`src/rtl/uop_buffer_pkg.sv`:
```
// Shared microcode definitions: bundle format, default store depth and the
// fill state encoding used by the buffer and by debug displays.
package uop_buffer_pkg;

  localparam int UOP_BUF_SIZE = 16;

  typedef struct packed {
    logic [7:0]  opcode;
    logic [7:0]  dst;
    logic [15:0] imm;
  } instruction_bundle;

  typedef enum logic {
    UB_IDLE = 1'b0,
    UB_FILL = 1'b1
  } ub_fill_state_e;

endpackage

```
`src/rtl/uop_fill_ctrl.sv`:
```
// Fill controller: accepts a fill request, walks a wrapping write pointer
// over the requested number of beats and pulses fill_done when finished.
module uop_fill_ctrl
  import uop_buffer_pkg::*;
#(
  parameter int SIZE = 16,
  parameter int AW   = $clog2(SIZE)
) (
  input  logic          clk,
  input  logic          reset,
  input  logic          fill_start,
  input  logic [AW-1:0] fill_base,
  input  logic [AW:0]   fill_count,
  input  logic          wr_valid,
  input  logic          invalidate,
  output logic          wr_ready,
  output logic          fill_busy,
  output logic          fill_done,
  output logic          wr_en,
  output logic [AW-1:0] wr_idx
);

  ub_fill_state_e state_q, state_d;
  logic [AW-1:0]  wr_ptr_q;
  logic [AW:0]    remaining_q;
  logic [AW:0]    count_sat;
  logic           start_ok;
  logic           last_beat;

  // Clamp oversize requests to one full pass over the store.
  always_comb begin
    // NOTE: every always_comb output gets a default first so no latch is inferred.
    count_sat = fill_count;
    if (fill_count > (AW+1)'(SIZE)) count_sat = (AW+1)'(SIZE);
  end

  assign start_ok  = (state_q == UB_IDLE) && fill_start;
  assign last_beat = wr_en && (remaining_q == (AW+1)'(1));

  // State register.
  always_ff @(posedge clk or posedge reset) begin
    // NOTE: sequential state uses non-blocking assignments only.
    if (reset) state_q <= UB_IDLE;
    else       state_q <= state_d;
  end

  // Next-state logic; invalidate aborts a fill but still lets a new one start from IDLE.
  always_comb begin
    state_d = state_q;
    case (state_q)
      UB_IDLE: if (start_ok && (count_sat != '0)) state_d = UB_FILL;
      UB_FILL: if (invalidate || last_beat)       state_d = UB_IDLE;
      default:                                    state_d = UB_IDLE;
    endcase
  end

  // Outputs decoded from state; wr_ready never looks at wr_valid.
  always_comb begin
    wr_ready  = (state_q == UB_FILL);
    fill_busy = (state_q == UB_FILL);
    wr_en     = (state_q == UB_FILL) && wr_valid && !invalidate;
    wr_idx    = wr_ptr_q;
  end

  // Pointer, beat counter and the one-cycle completion pulse.
  always_ff @(posedge clk or posedge reset) begin
    if (reset) begin
      wr_ptr_q    <= '0;
      remaining_q <= '0;
      fill_done   <= 1'b0;
    end else begin
      fill_done <= (start_ok && (count_sat == '0)) || last_beat;
      if (start_ok) begin
        wr_ptr_q    <= fill_base;
        remaining_q <= count_sat;
      end else if (wr_en) begin
        wr_ptr_q    <= wr_ptr_q + AW'(1);
        remaining_q <= remaining_q - (AW+1)'(1);
      end
    end
  end

endmodule

```
`src/rtl/uop_buffer.sv`:
```
// Microcode bundle store: loader-filled array with per-entry valid bits and
// a zero-latency combinational read port for the fetch stage.
module uop_buffer
  import uop_buffer_pkg::*;
#(
  parameter int UOP_BUF_SIZE = uop_buffer_pkg::UOP_BUF_SIZE,
  parameter int AW           = $clog2(UOP_BUF_SIZE)
) (
  input  logic              clk,
  input  logic              reset,
  input  logic              fill_start,
  input  logic [AW-1:0]     fill_base,
  input  logic [AW:0]       fill_count,
  input  logic              wr_valid,
  input  instruction_bundle wr_bundle,
  output logic              wr_ready,
  output logic              fill_busy,
  output logic              fill_done,
  input  logic              invalidate,
  input  logic [AW-1:0]     uop_addr,
  output instruction_bundle uop,
  output logic              uop_hit,
  output logic [AW:0]       valid_count
);

  instruction_bundle       mem [UOP_BUF_SIZE];
  logic [UOP_BUF_SIZE-1:0] valid;
  logic                    wr_en;
  logic [AW-1:0]           wr_idx;

  uop_fill_ctrl #(
    .SIZE (UOP_BUF_SIZE),
    .AW   (AW)
  ) u_fill_ctrl (
    .clk        (clk),
    .reset      (reset),
    .fill_start (fill_start),
    .fill_base  (fill_base),
    .fill_count (fill_count),
    .wr_valid   (wr_valid),
    .invalidate (invalidate),
    .wr_ready   (wr_ready),
    .fill_busy  (fill_busy),
    .fill_done  (fill_done),
    .wr_en      (wr_en),
    .wr_idx     (wr_idx)
  );

  // Bundle storage write port.
  always_ff @(posedge clk) begin
    // NOTE: the array has no reset; the valid bits alone say which entries are meaningful.
    if (wr_en) mem[wr_idx] <= wr_bundle;
  end

  // Valid bits and population count; invalidate beats any same-cycle write.
  always_ff @(posedge clk or posedge reset) begin
    if (reset) begin
      valid       <= '0;
      valid_count <= '0;
    end else if (invalidate) begin
      valid       <= '0;
      valid_count <= '0;
    end else if (wr_en) begin
      valid[wr_idx] <= 1'b1;
      if (!valid[wr_idx]) valid_count <= valid_count + (AW+1)'(1);
    end
  end

  // Combinational read port; a write shows up only after its clock edge.
  always_comb begin
    uop     = mem[uop_addr];
    uop_hit = valid[uop_addr];
  end

endmodule

```
`config.mk`:
```
export PLATFORM = sky130hd
export DESIGN_NAME = uop_buffer
export DESIGN_NICKNAME = d
export VERILOG_FILES = /design/src/rtl/uop_buffer_pkg.sv /design/src/rtl/uop_fill_ctrl.sv /design/src/rtl/uop_buffer.sv
export SDC_FILE = /design/constraint.sdc
export NUM_CORES = 1
export LEC_CHECK = 0
export ABC_AREA = 1
export BUFFER_PORTS_ARGS = -buffer_cell sky130_fd_sc_hd__buf_2
export CAP_MARGIN = 20
export CORE_MARGIN = 2
export CORE_UTILIZATION = 55
export DETAILED_ROUTE_END_ITERATION = 12
export HOLD_SLACK_MARGIN = 0.08
export PLACE_DENSITY = 0.76
export SLEW_MARGIN = 10
export SYNTH_ARGS = -nofsm -noshare
export SYNTH_HDL_FRONTEND = slang
export SYNTH_HIERARCHICAL = 1
export SYNTH_SLANG_ARGS = --single-unit
```
`constraint.sdc`:
```
create_clock -name clk -period 4.6 [get_ports clk]
set_clock_uncertainty 0.2 [all_clocks]
set_input_delay 0 -clock clk [delete_from_list [all_inputs] [get_ports clk]]
set_output_delay 0 -clock clk [all_outputs]
set_load 0.1 [all_outputs]
```
==> results.ini, run 1 <==
[sta]
setup_tns_ns = 0
finalSetupViolCount = 0
finalHoldViolCount = 0
period_needed_ns = 3.56
worst_slew_pin_slew_ns = 0.994
fmax_mhz = 281
grt_setup_unrepaired = false
slew_headroom_pct = 33.6
slew_violations = 0
timing.hold.ws_ns = 0.137
fin_crit_sh_pct = 77.3

[global_route]
antenna_found_initial = 0
grt_pass1_vias = 13517
grt_overflow = 0
grt_max_degree = 133
grt_pass1_wl_um = 76900
grt.total_usage_pct = 24.1

[clocking]
path_clk_slew_ns = 0.06
post_cts_resize_count = 0
ctsRootBufferMaster = clkbuf_16
htreeDepth = 2
numCtsBuffers = 52
max-clock-path-buffers = 3
cts_tree = built
insertion_delay_ns = 0.60
clock_sinks = 544

[placement]
port_buffers = 90
dp_cells = 2170
dp_hpwl_um = 28000
gp_congestion = 0.833

[critical_path]
cp_slowest_cell = dlygate4sd3_1
critPathMaxFanout = 18
crit_type = reg -> reg
critPathArrivalTime_ns = 3.66
critPathLaunch = u_fill_ctrl/fill_busy$_DFF_PP0_
crit_path_start_kind = flop
rrSetupSlack_ns = 1.04
max_stage_delay_ns = 0.87
crit_chain = nand2_2 -> nor2_8 -> dlygate4sd3_1 -> inv_1 -> nor3_1 -> inv_1 -> nor2_4 -> buf_16
r2r-end = mem[15][15]$_DFFE_PP_
crit_family = buffers and inverters
required_ns = 4.70
r2r-start = u_fill_ctrl/fill_busy$_DFF_PP0_
rr_worst_depth = 8
end_kind = flop
worst-path-stages = 8
critPathBufInv = 4
crit_top_cell = inv_1

[finish]
final_cells = 2355
drive_gt1_share_pct = 12.1
diodes = 0
finalNetCount = 1834
multi_input_area_um2 = 5110
fillers = 2851
area_growth_pct = 15.9
register_area_um2 = 16200
layout_commonest_cell = edfxtp_1
final_cell_mix = 512 x edfxtp_1, 152 x inv_1, 143 x o21ai_0, 133 x a21oi_1
final_util_pct = 64.1

[logic_synthesis]
synth-main-ff-cell = edfxtp_1
synth_fa_ha_area_share_pct = 0.223
synth.distinct_cells = 37
muxShareOfSynthArea_pct = 5.71
ys_seq_elements = 544
yosys.area_share.simple_pct = 4.72
synthesis.area_um2 = 22400
syn_area_per_cell_um2 = 13.8
synth-edff-count = 512
synthCells = 1630
synthXorXnorAreaFrac_pct = 0.117
synth_warnings = 6
async_flop_share_pct = 5.88
seq_area_frac_synth_pct = 72.1
synth_nets = 1684
synth_top_family_by_area = compound AO/OA/AOI/OAI gates
synth-compound-area-share_pct = 11.5

[worst_hold_path]
min-delay-start = wr_bundle[12]
min_to = mem[12][12]$_DFFE_PP_
hold_path.class = in -> reg
min_path_cells = 2

[floorplan]
initial_core_util_pct = 55.3
io-pin-count = 91
fp.dieH_um = 206
core_um2 = 40600
fp.dieArea_um2 = 42400
fp-row-count = 74
die_w_um = 206

[routing]
antenna_left = 0
drtPass1Iterations = 8
via_count = 13757
vias_per_cell = 5.84
post_drt_wl_per_cell_um = 21.7
drc = 0
drtIter0Drc = 1653
wirelength_um = 51000

[status]
outcome = finished clean

[pwr]
p_per_area_nw_per_um2 = 423
ir_drop_mv = 0.302
p_leak_uw = 0.00953

[flow_run]
cap_viol_max_count = 0

-- layout make-up --
class | count | share of cell area, %
Tap cell | 532 | 2.56
Inverter | 159 | 2.33
Sequential cell | 544 | 62.2
Multi-Input combinational cell | 828 | 19.6
Clock inverter | 31 | 1.18
Timing Repair Buffer | 195 | 6.81
Clock buffer | 66 | 5.29
-- per-layer routing --
layer	global-route usage [%]	wire length, um	vias to the layer above
met1	32.2	20200	6777
met5	0	0	-
met4	7.24	1320	0
met3	3.47	3720	94
li1	-	-	6293
met2	41.2	25800	593
-- metrics by stage --
step | setup WS (ns) | area, um2 | total power (uW)
global route | 0.946 | 26000 | 11300
global placement | 1.79 | 23200 | 6720
detailed placement | 1.66 | 23300 | 6760
floorplan | 0.598 | 22400 | 6450
finish | 1.04 | 26000 | 11000
CTS | 0.871 | 25700 | 11000
-- state kept, by name (all words and copies together), names as in the netlist --
register                 count
u_fill_ctrl/fill_done        1
u_fill_ctrl/remaining_q      5
mem                        512
u_fill_ctrl/fill_busy        1
valid                       16
valid_count                  5
u_fill_ctrl/wr_idx           4
-- kinds of logic (layout without fill, tap and decap cells) --
family                     after synthesis  count (layout)
muxes                                  128             128
AOI/OAI and AO/OA                      444             444
buffers and inverters                  258             451
DFF                                    544             544
adders and majority gates                4               4
xor gates and xnor gates                 3               3
and+or+nand+nor                        249             249
-- timing repair --
action	4_1_cts	5_1_grt
setup buffers	0	0
hold buffers	77	0
hold endpoints to repair	576	0
-- where the power goes --
| group | total, uW | internal [uW] | switching, uW |
|---|---|---|---|
| Clock | 4220 | 2410 | 1810 |
| Combinational | 1180 | 328 | 856 |
| Sequential | 5590 | 5520 | 70.8 |
| Total | 11000 | 8260 | 2730 |
-- cell usage after synthesis, types with 14 or more instances --
cell type | n | area share, %
a21oi_1 | 133 | 3.0
buf_2 | 14 | 0.31
clkbuf_1 | 48 | 0.80
dfrtp_1 | 32 | 3.6
edfxtp_1 | 512 | 68
inv_1 | 154 | 2.6
mux2i_1 | 128 | 5.7
nand2_1 | 121 | 2.0
nand3_1 | 52 | 1.2
nor2_1 | 67 | 1.1
o211ai_1 | 128 | 4.3
o21ai_0 | 143 | 3.2
o21ai_1 | 32 | 0.71
-- worst max-delay path by stage --
stage                                 end  slack (ns)
floorplan            mem[11][0]$_DFFE_PP_        0.60
global placement     mem[3][22]$_DFFE_PP_        1.79
detailed placement  mem[15][15]$_DFFE_PP_        1.66
CTS                 mem[15][17]$_DFFE_PP_        0.87
global route        mem[11][13]$_DFFE_PP_        0.95
finish              mem[15][15]$_DFFE_PP_        1.04
No activity file was read; power rests on OpenSTA's default activity.
==> inputs of run 2 (changes only) <==
Clock period 4.6 ns to 3.3 ns, I/O delays scaled along.
==> run 2 against run 1 <==
First-iteration DRC count is 12% lower. Die area stayed put. Register-to-register slack worse by 0.91 ns. Combinational power is 36% higher. Critical path type unchanged. Largest cell class unchanged.
==> results.ini, run 2 (synthesis results as in run 1) <==
[sta]
fmax_mhz = 316
finalHoldViolCount = 0
period_needed_ns = 3.17
finalSetupViolCount = 0
worst_slew_pin_slew_ns = 0.949
grt_setup_unrepaired = false
fin_crit_sh_pct = 95.9
slew_headroom_pct = 36.7
slew_violations = 0
worst_slack_ns = 0.135
setup_tns_ns = 0

[critical_path]
critPathLaunch = u_fill_ctrl/fill_busy$_DFF_PP0_
required_ns = 3.34
crit_type = reg -> reg
rr_worst_depth = 8
crit_path_start_kind = flop
end_kind = flop
critPathMaxFanout = 21
critPathArrivalTime_ns = 3.20
r2r-start = u_fill_ctrl/fill_busy$_DFF_PP0_

[placement]
pre_cts_slack_ns = 0.825
dp_hpwl_um = 24600
gp_congestion = 0.843
postPlaceCellArea_um2 = 23500
port_buffers = 90

[finish]
final_cell_mix = 512 x edfxtp_1, 152 x inv_1, 143 x o21ai_0, 133 x a21oi_1
finalNetCount = 1838
final_util_pct = 63.5
area_growth_pct = 14.8
top_register = mem
layout_commonest_cell = edfxtp_1
final_area_um2 = 25800
largest_reg_flops = 512
drive_gt1_share_pct = 12.3
largestRegisters = mem x512, valid x16

[routing]
post_drt_wl_per_cell_um = 20.5
vias_per_cell = 5.82
via_count = 13726
wirelength_um = 48500
antenna_left = 0
drtPass1Iterations = 5
drc = 0
drtIter0Drc = 1458

[floorplan]
core_um2 = 40600
io-pin-count = 91
die_w_um = 206
fp.dieH_um = 206
initial_core_util_pct = 55.3
fp-row-count = 74
fp.dieArea_um2 = 42400

[pwr]
p_leak_uw = 0.00945
p_total_uw = 14900
p_per_area_nw_per_um2 = 577
ir_drop_mv = 0.329

[global_route]
grt_max_degree = 133
grt.total_usage_pct = 23.3
grt_pass1_vias = 13483
grt_pass1_wl_um = 74500
grt_overflow = 0
antenna_found_initial = 2

[worst_hold_path]
hold_path.class = in -> reg
min-delay-start = wr_bundle[24]
min_path_cells = 2

[flow_run]
cap_viol_max_count = 0

[clocking]
insertion_delay_ns = 0.58
path_clk_slew_ns = 0.06
clock_sinks = 544
max-clock-path-buffers = 3
numCtsBuffers = 52
ctsRootBufferMaster = clkbuf_16
htreeDepth = 2
cts_tree = built
postCtsSetupRepairBufs = 0

[status]
outcome = finished clean

## run 2: cell types whose count changed in the layout (fill, tap and decap cells not counted), moves of 2 or more
cell | previous run | this run
buf_4 | 10 | 21
diode_2 | 0 | 2
inv_16 | 2 | 0
clkinv_2 | 8 | 11
buf_12 | 10 | 14
buf_16 | 10 | 0
dlygate4sd3_1 | 77 | 75
bufinv_16 | 5 | 1
## run 2: path summary, 6_finish.rpt
| check | endpoint | slack, ns |
|---|---|---|
| setup reg to reg | mem[15][26]$_DFFE_PP_ | 0.13 |
| hold / removal | mem[8][24]$_DFFE_PP_ | 0.11 |
| hold reg to reg | valid[2]$_DFFE_PP0P_ | 0.34 |
| setup / recovery | mem[15][26]$_DFFE_PP_ | 0.13 |
| max in group asynchronous | valid[3]$_DFFE_PP0P_ | 1.80 |
| min in group asynchronous | u_fill_ctrl/remaining_q[4]$_DFFE_PP0P_ | 0.35 |
## run 2: repair_timing
| action | CTS | global route |
|---|---|---|
| setup endpoints to repair | 0 | 33 |
| endpoints found under the hold margin | 576 | 0 |
| hold buffers | 75 | 0 |
| gates resized for setup | 0 | 1 |
## run 2: metal layers
layer,vias to the layer above,share of wire (%),track usage [%]
met1,6780,41,30.9
met2,511,50,38.7
li1,6311,-,-
met3,122,6.1,3.88
met5,-,0.023,0
met4,2,3.1,9.01
## run 2: area by class of cell
type	instances	area [um2]
multi-input cells	828	5110
inverters	159	607
flip-flops and latches	544	16200
clock inverters	27	159
repair buffers	199	1650
clock buffers	67	1390
fillers	2865	14800
well taps	532	666
diodes	2	5.00
## run 2: per-stage QoR
stage	std cells	hold WS, ns
final	2358	0.115
after global routing	2357	0.142
after CTS	2356	0.0939
after detailed placement	2187	-0.172
after global placement	2187	-0.178
after floorplan	1630	-0.348
## run 2: power breakdown
group | switching (uW) | internal (uW) | total [uW]
combinational | 1170 | 443 | 1610
sequential | 98.6 | 7700 | 7800
clock | 2410 | 3040 | 5450
## run 2: critical path, stage by stage (launching register included)
cell and delay (ns):
dfrtp_1 0.44, nand2_2 0.12, nor2_8 0.19, dlygate4sd3_1 0.88
inv_1 0.11, nor3_1 0.17, inv_1 0.20, nor2_4 0.13
buf_4 0.36
